==> config.mk <==
export PLATFORM = sky130hd
export DESIGN_NAME = seq_mult_param
export DESIGN_NICKNAME = d
export VERILOG_FILES = /design/src/rtl/seq_mult_param.sv
export SDC_FILE = /design/constraint.sdc
export NUM_CORES = 1
export LEC_CHECK = 0
export CORE_ASPECT_RATIO = 1.25
export CORE_MARGIN = 2
export CORE_UTILIZATION = 52
export DETAILED_ROUTE_END_ITERATION = 10
export GPL_ROUTABILITY_DRIVEN = 0
export PLACE_DENSITY = 0.75
export SYNTH_ARGS = -nofsm -noshare
export SYNTH_HDL_FRONTEND = slang
export SYNTH_SLANG_ARGS = --single-unit
==> constraint.sdc <==
create_clock -name clk -period 6.7 [get_ports clk]
set_input_delay 1.34 -clock clk [delete_from_list [all_inputs] [get_ports clk]]
set_output_delay 1.34 -clock clk [all_outputs]
set_load 0.02 [all_outputs]
==> src/rtl/seq_mult_param.sv <==
// seq_mult_param: digit-serial multiplier that consumes DIG_W bits of operand A
// per clock and accumulates the shifted partial products. A result takes
// N = A_W/DIG_W cycles in CALC, followed by a one-cycle DONE pulse.
//
// Optional build macro: SEQ_MULT_SIGNED_EN
//   undefined : a and b are unsigned
//   defined   : a and b are two's complement; product is the signed result,
//               sign-extended to A_W+B_W bits
// Latency and handshake are the same in both builds.
//
// state | code   | meaning
// IDLE  | 3'b000 | waiting for start, operands not yet latched
// CALC  | 3'b001 | one digit of A processed per cycle
// DONE  | 3'b100 | product updated, done pulses for this one cycle
// ERR   | 3'b101 | start seen mid-calculation, waiting for a fresh start
// other codes are illegal and recover through ERR
module seq_mult_param #(
  parameter int A_W   = 8,
  parameter int B_W   = 8,
  parameter int DIG_W = 4
) (
  input  logic                              clk,
  input  logic                              reset_a,
  input  logic                              start,
  input  logic [A_W-1:0]                    a,
  input  logic [B_W-1:0]                    b,
  output logic [A_W+B_W-1:0]                product,
  output logic                              done,
  output logic                              busy,
  output logic                              err,
  output logic [2:0]                        state_out,
  output logic [$clog2(A_W/DIG_W)-1:0]      count_out
);

  localparam int N     = A_W / DIG_W;
  localparam int CNT_W = $clog2(N);
  localparam int P_W   = A_W + B_W;

  localparam logic [CNT_W-1:0] CNT_LAST = CNT_W'(N - 1);
  localparam logic [CNT_W-1:0] CNT_ONE  = CNT_W'(1);

  typedef enum logic [2:0] {
    IDLE = 3'b000,
    CALC = 3'b001,
    DONE = 3'b100,
    ERR  = 3'b101
  } state_t;

  state_t            state;
  state_t            state_nxt;

  logic [A_W-1:0]    a_reg;
  logic [B_W-1:0]    b_reg;
  logic [P_W-1:0]    acc;
  logic [P_W-1:0]    acc_nxt;
  logic [CNT_W-1:0]  count;

  logic              load;
  logic              last;
  logic [31:0]       shamt;
  logic [DIG_W-1:0]  digit;
  logic [P_W-1:0]    digit_ext;
  logic [P_W-1:0]    b_ext;
  logic [P_W-1:0]    partial;

  // State register
  always_ff @(posedge clk or negedge reset_a) begin
    if (!reset_a) begin
      state <= IDLE;
    end else begin
      state <= state_nxt;
    end
  end

  // Next-state decode; abort on start has priority over finishing in CALC
  always_comb begin
    state_nxt = ERR;
    case (state)
      IDLE:    state_nxt = start ? CALC : IDLE;
      CALC: begin
        if (start) begin
          state_nxt = ERR;
        end else if (last) begin
          state_nxt = DONE;
        end else begin
          state_nxt = CALC;
        end
      end
      DONE:    state_nxt = IDLE;
      ERR:     state_nxt = start ? CALC : ERR;
      default: state_nxt = ERR;
    endcase
  end

  // Status outputs decode only the registered state, never start
  always_comb begin
    busy      = (state == CALC);
    done      = (state == DONE);
    err       = (state == ERR);
    state_out = state;
    count_out = count;
  end

  assign load = ((state == IDLE) || (state == ERR)) && start;
  assign last = (count == CNT_LAST);

  // Partial product for the current digit, accumulated modulo 2^P_W.
  // In the signed build only the top digit of A carries negative weight;
  // the lower digits stay unsigned, and b is sign-extended throughout.
  always_comb begin
    shamt     = 32'(count) * 32'(DIG_W);
    digit     = DIG_W'(a_reg >> shamt);
    digit_ext = {{(P_W-DIG_W){1'b0}}, digit};
    b_ext     = {{A_W{1'b0}}, b_reg};
`ifdef SEQ_MULT_SIGNED_EN
    if (last) begin
      digit_ext = {{(P_W-DIG_W){digit[DIG_W-1]}}, digit};
    end
    b_ext     = {{A_W{b_reg[B_W-1]}}, b_reg};
`endif
    partial   = digit_ext * b_ext;
    acc_nxt   = acc + (partial << shamt);
  end

  // Operand latch, accumulator, digit counter and result register
  always_ff @(posedge clk or negedge reset_a) begin
    if (!reset_a) begin
      a_reg   <= '0;
      b_reg   <= '0;
      acc     <= '0;
      count   <= '0;
      product <= '0;
    end else if (load) begin
      a_reg <= a;
      b_reg <= b;
      acc   <= '0;
      count <= '0;
    end else if (state == CALC) begin
      if (start) begin
        // aborted: drop the partial sum, product keeps the last good result
        acc   <= '0;
        count <= '0;
      end else if (last) begin
        product <= acc_nxt;
        acc     <= '0;
        count   <= '0;
      end else begin
        acc   <= acc_nxt;
        count <= count + CNT_ONE;
      end
    end
  end

endmodule

### Word-level counts from Yosys, hierarchy flattened

Index checks and enable logic that the tools add are counted.

* bits in registers: 52
* bits of input ports: 19
* logic and storage cells: 34
* output and inout port bits: 23

* shifts and indexed selects: 2
* multipliers: 1
* reductions and logical operators: 5
* add/subtract/negate cells: 2
* bitwise gates (word level): 2
* multiplexer cells: 13
* eq/ne operators: 3

Operator list (count)
* $mux W16: 4
* $add A16 B16 Y16: 1
* $shl A12 B3 Y16: 1
* $mul A4 B8 Y12: 1
* $pmux W3 S4: 1
* $mux W3: 3
* $shr A8 B3 Y4: 1
* $eq A3 B3 Y1 const B: 2
* $mux W1: 5
* $reduce_and A4 Y1: 1
* $eq A3 B1 Y1 const B: 1
* $logic_not A3 Y1: 1
* $not A1 Y1: 2
* $reduce_bool A2 Y1: 1
* $add A1 B1 Y1 const B: 1
* $logic_and A1 B1 Y1: 1
* $logic_or A1 B1 Y1: 1

### Longest topological paths before layout

* depth in word-level cells: 8
* mapped depth: 24
* mapped depth without buffers: 22

### Worst setup path after synthesis

OpenSTA, ideal clock, no wires.

* path kind: register -> register
* start point: reg count, in the netlist count_out
* end point: reg product[15]
* library setup time: 133 ps
* cell stages (with the launch flop): 23
* buffers on the path: 1
* period minus slack after synthesis: 5353 ps
* arrival time: 5220 ps
* slack: 1347 ps
* required time: 6567 ps
* path through: dfrtp_1 buf_1 mux2i_1 nor2b_1 fa_1 inv_1 fa_1 inv_1 ha_1 o21ai_0 nor3_1 o41a_1 nor2_2 xor2_2 mux2i_1 ha_1 a21oi_2 o21ai_1 nor2_1 or4b_4 nand3_2 xnor2_1 o21ai_1

* cells in the longest elaborated chain, start to end: 4
* elaborated cells between the ends (all ways): 5
* those cells by class: add/sub: 1; mul: 1; shift: 2; reduce/logical: 1

Ends and longest elaborated chain
* from (decl): line 56 `logic [CNT_W-1:0] count;`
* from (signal assigned): line 149 `count <= count + CNT_ONE;`
* $shr A8 B3 Y4: line 112 `digit = DIG_W'(a_reg >> shamt);`
* $mul A4 B8 Y12: line 121 `partial = digit_ext * b_ext;`
* $shl A12 B3 Y16: line 122 `acc_nxt = acc + (partial << shamt);`
* $add A16 B16 Y16: line 122
* to (signal assigned): line 144 `product <= acc_nxt;`
* to (decl): line 27 `output logic [A_W+B_W-1:0] product,`

Several ways; a longest one is shown, not always the timed one.
A chain may end at the register's enable or synchronous reset.

### Final worst setup path

* start point: reg count, in the netlist count_out
* end point: reg product[14]

Same word-level chain as after synthesis.

==> impl_metrics.json <==
{
  "postCtsSetupBuffers": 0,
  "synth.area.top_cells": "dfrtp_1, ha_1, mux2_2, fa_1, nor2b_1",
  "worst_slew_pin_slew_ns": 1.21,
  "htree_num_levels": 2,
  "fin_crit_sh_pct": 85.3,
  "drive_above_1_share_pct": 13.0,
  "ys_dominant_reg_cell": "dfrtp_1",
  "cap_violations": 0,
  "tns_ns": 0,
  "crit_path_end_kind": "flip-flop",
  "critPathLaunch": "count_out",
  "cp.arrival_ns": 5.88,
  "synth-edff-count": 0,
  "period_needed_ns": 5.72,
  "synthCells": 374,
  "std_cell_rows": 34,
  "cp_common_cell": "o21ai_0",
  "worstRegToRegCells": 19,
  "initial_core_util_pct": 54.0,
  "syn_nets": 441,
  "clock_latency_ns": 0.30,
  "clk_pin_slew_ns": 0.09,
  "path_cells": "mux2i_1 > nor2b_1 > fa_1 > inv_1 > fa_1 > inv_1 > ha_1 > o21ai_0 > o21ai_0 > a21oi_1 > xor2_1 > o21ai_0 > ha_1 > a2111oi_4 > o21ai_2 > a41o_1 > a311oi_2 > xor2_1 > o21ai_1",
  "yosysMostFrequentCell": "dfrtp_1",
  "cts_resized": 0,
  "grt_max_degree": 52,
  "antenna_found_initial": 0,
  "diodes": 0,
  "cts_buffer_depth": 2,
  "clockRootBuffer": "clkbuf_8",
  "grt_pass1_vias": 2945,
  "status": "completed",
  "fin_skew_ns": 0.00780,
  "critical-path-max-stage-delay_ns": 0.60,
  "port-buffer-count": 40,
  "ctsHoldBuffers": 0,
  "vias": 2805,
  "cp.required_ns": 6.86,
  "critPathBufInv": 2,
  "placeableCoreArea_sq_um": 7020,
  "vias_per_cell": 5.55,
  "critPathLaunchType": "flip-flop",
  "hpwl_um": 6070,
  "grt_usage_pct": 20.4,
  "crit_cells": 19,
  "cp_max_fo": 8,
  "maxSlewViolCount": 0,
  "wl_per_cell_um": 15.0,
  "fmax_mhz": 175,
  "die_w_um": 80.4,
  "ys_async_sr_fraction_pct": 100,
  "critPathKind": "reg -> reg",
  "largestRegisters": "acc x16, product x16",
  "rr_startpoint": "count_out",
  "die_area_sq_um": 8000,
  "slowest_stage": "mux2i_1",
  "yosys_register_bits": 51,
  "yosysSeqAreaShare_pct": 33.7,
  "synth.avg_cell_area_sq_um": 10.1,
  "setup_viol": 0,
  "hold_viol_final": 0,
  "drcViolationCount": 0,
  "die_h_um": 99.5,
  "ant_nets": 0,
  "r2r_slack_ns": 0.98,
  "synth.distinct_cells": 48,
  "crit_family": "compound AO/OA/AOI/OAI gates",
  "netlist_top_cells_count": "dfrtp_1, ha_1, nand2_1, mux2_2, nor2b_1",
  "wl_um": 7590,
  "hold_path_class": "reg -> reg",
  "r2r-end": "product[14]",
  "endpoint": "product[14]",
  "yosys.area.top_type": "dfrtp_1",
  "ys_warn_count": 0,
  "grt_remaining_overflow": 0,
  "slew_headroom_pct": 19.1,
  "area_delta_synth_final_pct": 15.2,
  "first_iter_violations": 66,
  "rsz0062_at_grt": "false",
  "netlist.area_leader.share_pct": 33.7,
  "cts_buffers": 5,
  "dr.pass1.iters": 4,
  "num_io_pins": 42,
  "grt_pass1_wl_um": 13200,
  "synthesis.area_sq_um": 3790,
  "cts_tree": "built",
  "final_nets": 481,
  "clock_sinks": 51
}
## routing by layer
metal  part of all wire, %  GRT usage [%]
met5                     0              0
met4                   2.6           7.04
met2                    52           36.2
met1                    43           25.4
met3                   2.6           2.72
## cell families after synthesis
kind of cell,Yosys count,share of synthesized area [%]
compound gates,81,14.9
xor+xnor,22,5.28
fa+ha+maj,48,18.4
buf+inv,36,3.70
flops,51,33.7
mux,35,10.2
other cells,1,0.0989
simple gates,100,13.7
## cells in the final DEF, fill, tap and decap left out, types with 3 or more instances in the layout
cell type and count:
o21ai_0 14, clkdlybuf4s50_1 39, o21ai_1 12, nor2_1 13
nand2_1 32, xnor2_1 8, a21oi_1 18, nor2b_1 28
nand3_1 4, dfrtp_1 51, and3_1 4, xor2_1 13
nand2b_1 4, mux2i_1 6, ha_1 35, nor3_1 3
a21oi_2 5, a22o_1 12, buf_4 3, mux2_2 29
clkbuf_8 5, a21o_1 8, fa_1 13, inv_1 25
and2_1 4
## worst reg2reg max path, stage by stage, from the launching register on
cell	delay, ns
dfrtp_1	0.55
mux2i_1	0.60
nor2b_1	0.15
fa_1	0.56
inv_1	0.05
fa_1	0.52
inv_1	0.04
ha_1	0.33
o21ai_0	0.23
o21ai_0	0.11
a21oi_1	0.26
xor2_1	0.28
o21ai_0	0.16
ha_1	0.39
a2111oi_4	0.33
o21ai_2	0.13
a41o_1	0.28
a311oi_2	0.27
xor2_1	0.26
o21ai_1	0.08
## worst min path at each step
| stage | from | to | slack (ns) | cells past startpoint |
|---|---|---|---|---|
| 4_1_cts | product[12] | product[12] | 0.50 | 2 |
| 3_5_place_dp | product[12] | product[12] | 0.48 | 2 |
| 6_report | product[12] | product[12] | 0.49 | 2 |
| 5_1_grt | product[5] | product[5] | 0.52 | 1 |
| 3_3_place_gp | product[12] | product[12] | 0.47 | 2 |
| 2_1_floorplan | acc[12] | acc[12] | 0.46 | 2 |
## metrics by stage
step | setup WS [ns] | instances | utilization, % | cell area, sq um | hold slack [ns]
6_report | 0.984 | 505 | 62.2 | 4370 | 0.495
5_1_grt | 0.733 | 505 | 62.2 | 4370 | 0.524
4_1_cts | 1.01 | 505 | 62.2 | 4370 | 0.499
3_5_place_dp | 1.02 | 497 | 61.0 | 4280 | 0.477
3_3_place_gp | 1.16 | 497 | 61.0 | 4280 | 0.470
2_1_floorplan | 1.35 | 374 | - | 3790 | 0.462
## area by class of cell
| type | count | area, sq um |
|---|---|---|
| Sequential cell | 51 | 1280 |
| Tap cell | 90 | 113 |
| Fill cell | 624 | 2650 |
| Timing Repair Buffer | 43 | 418 |
| Multi-Input combinational cell | 287 | 2380 |
| Inverter | 26 | 97.6 |
| Clock inverter | 3 | 20.0 |
| Clock buffer | 5 | 68.8 |
Power is not shown: default switching activity piles up to over one toggle a cycle in this logic, so the estimate is an artifact.
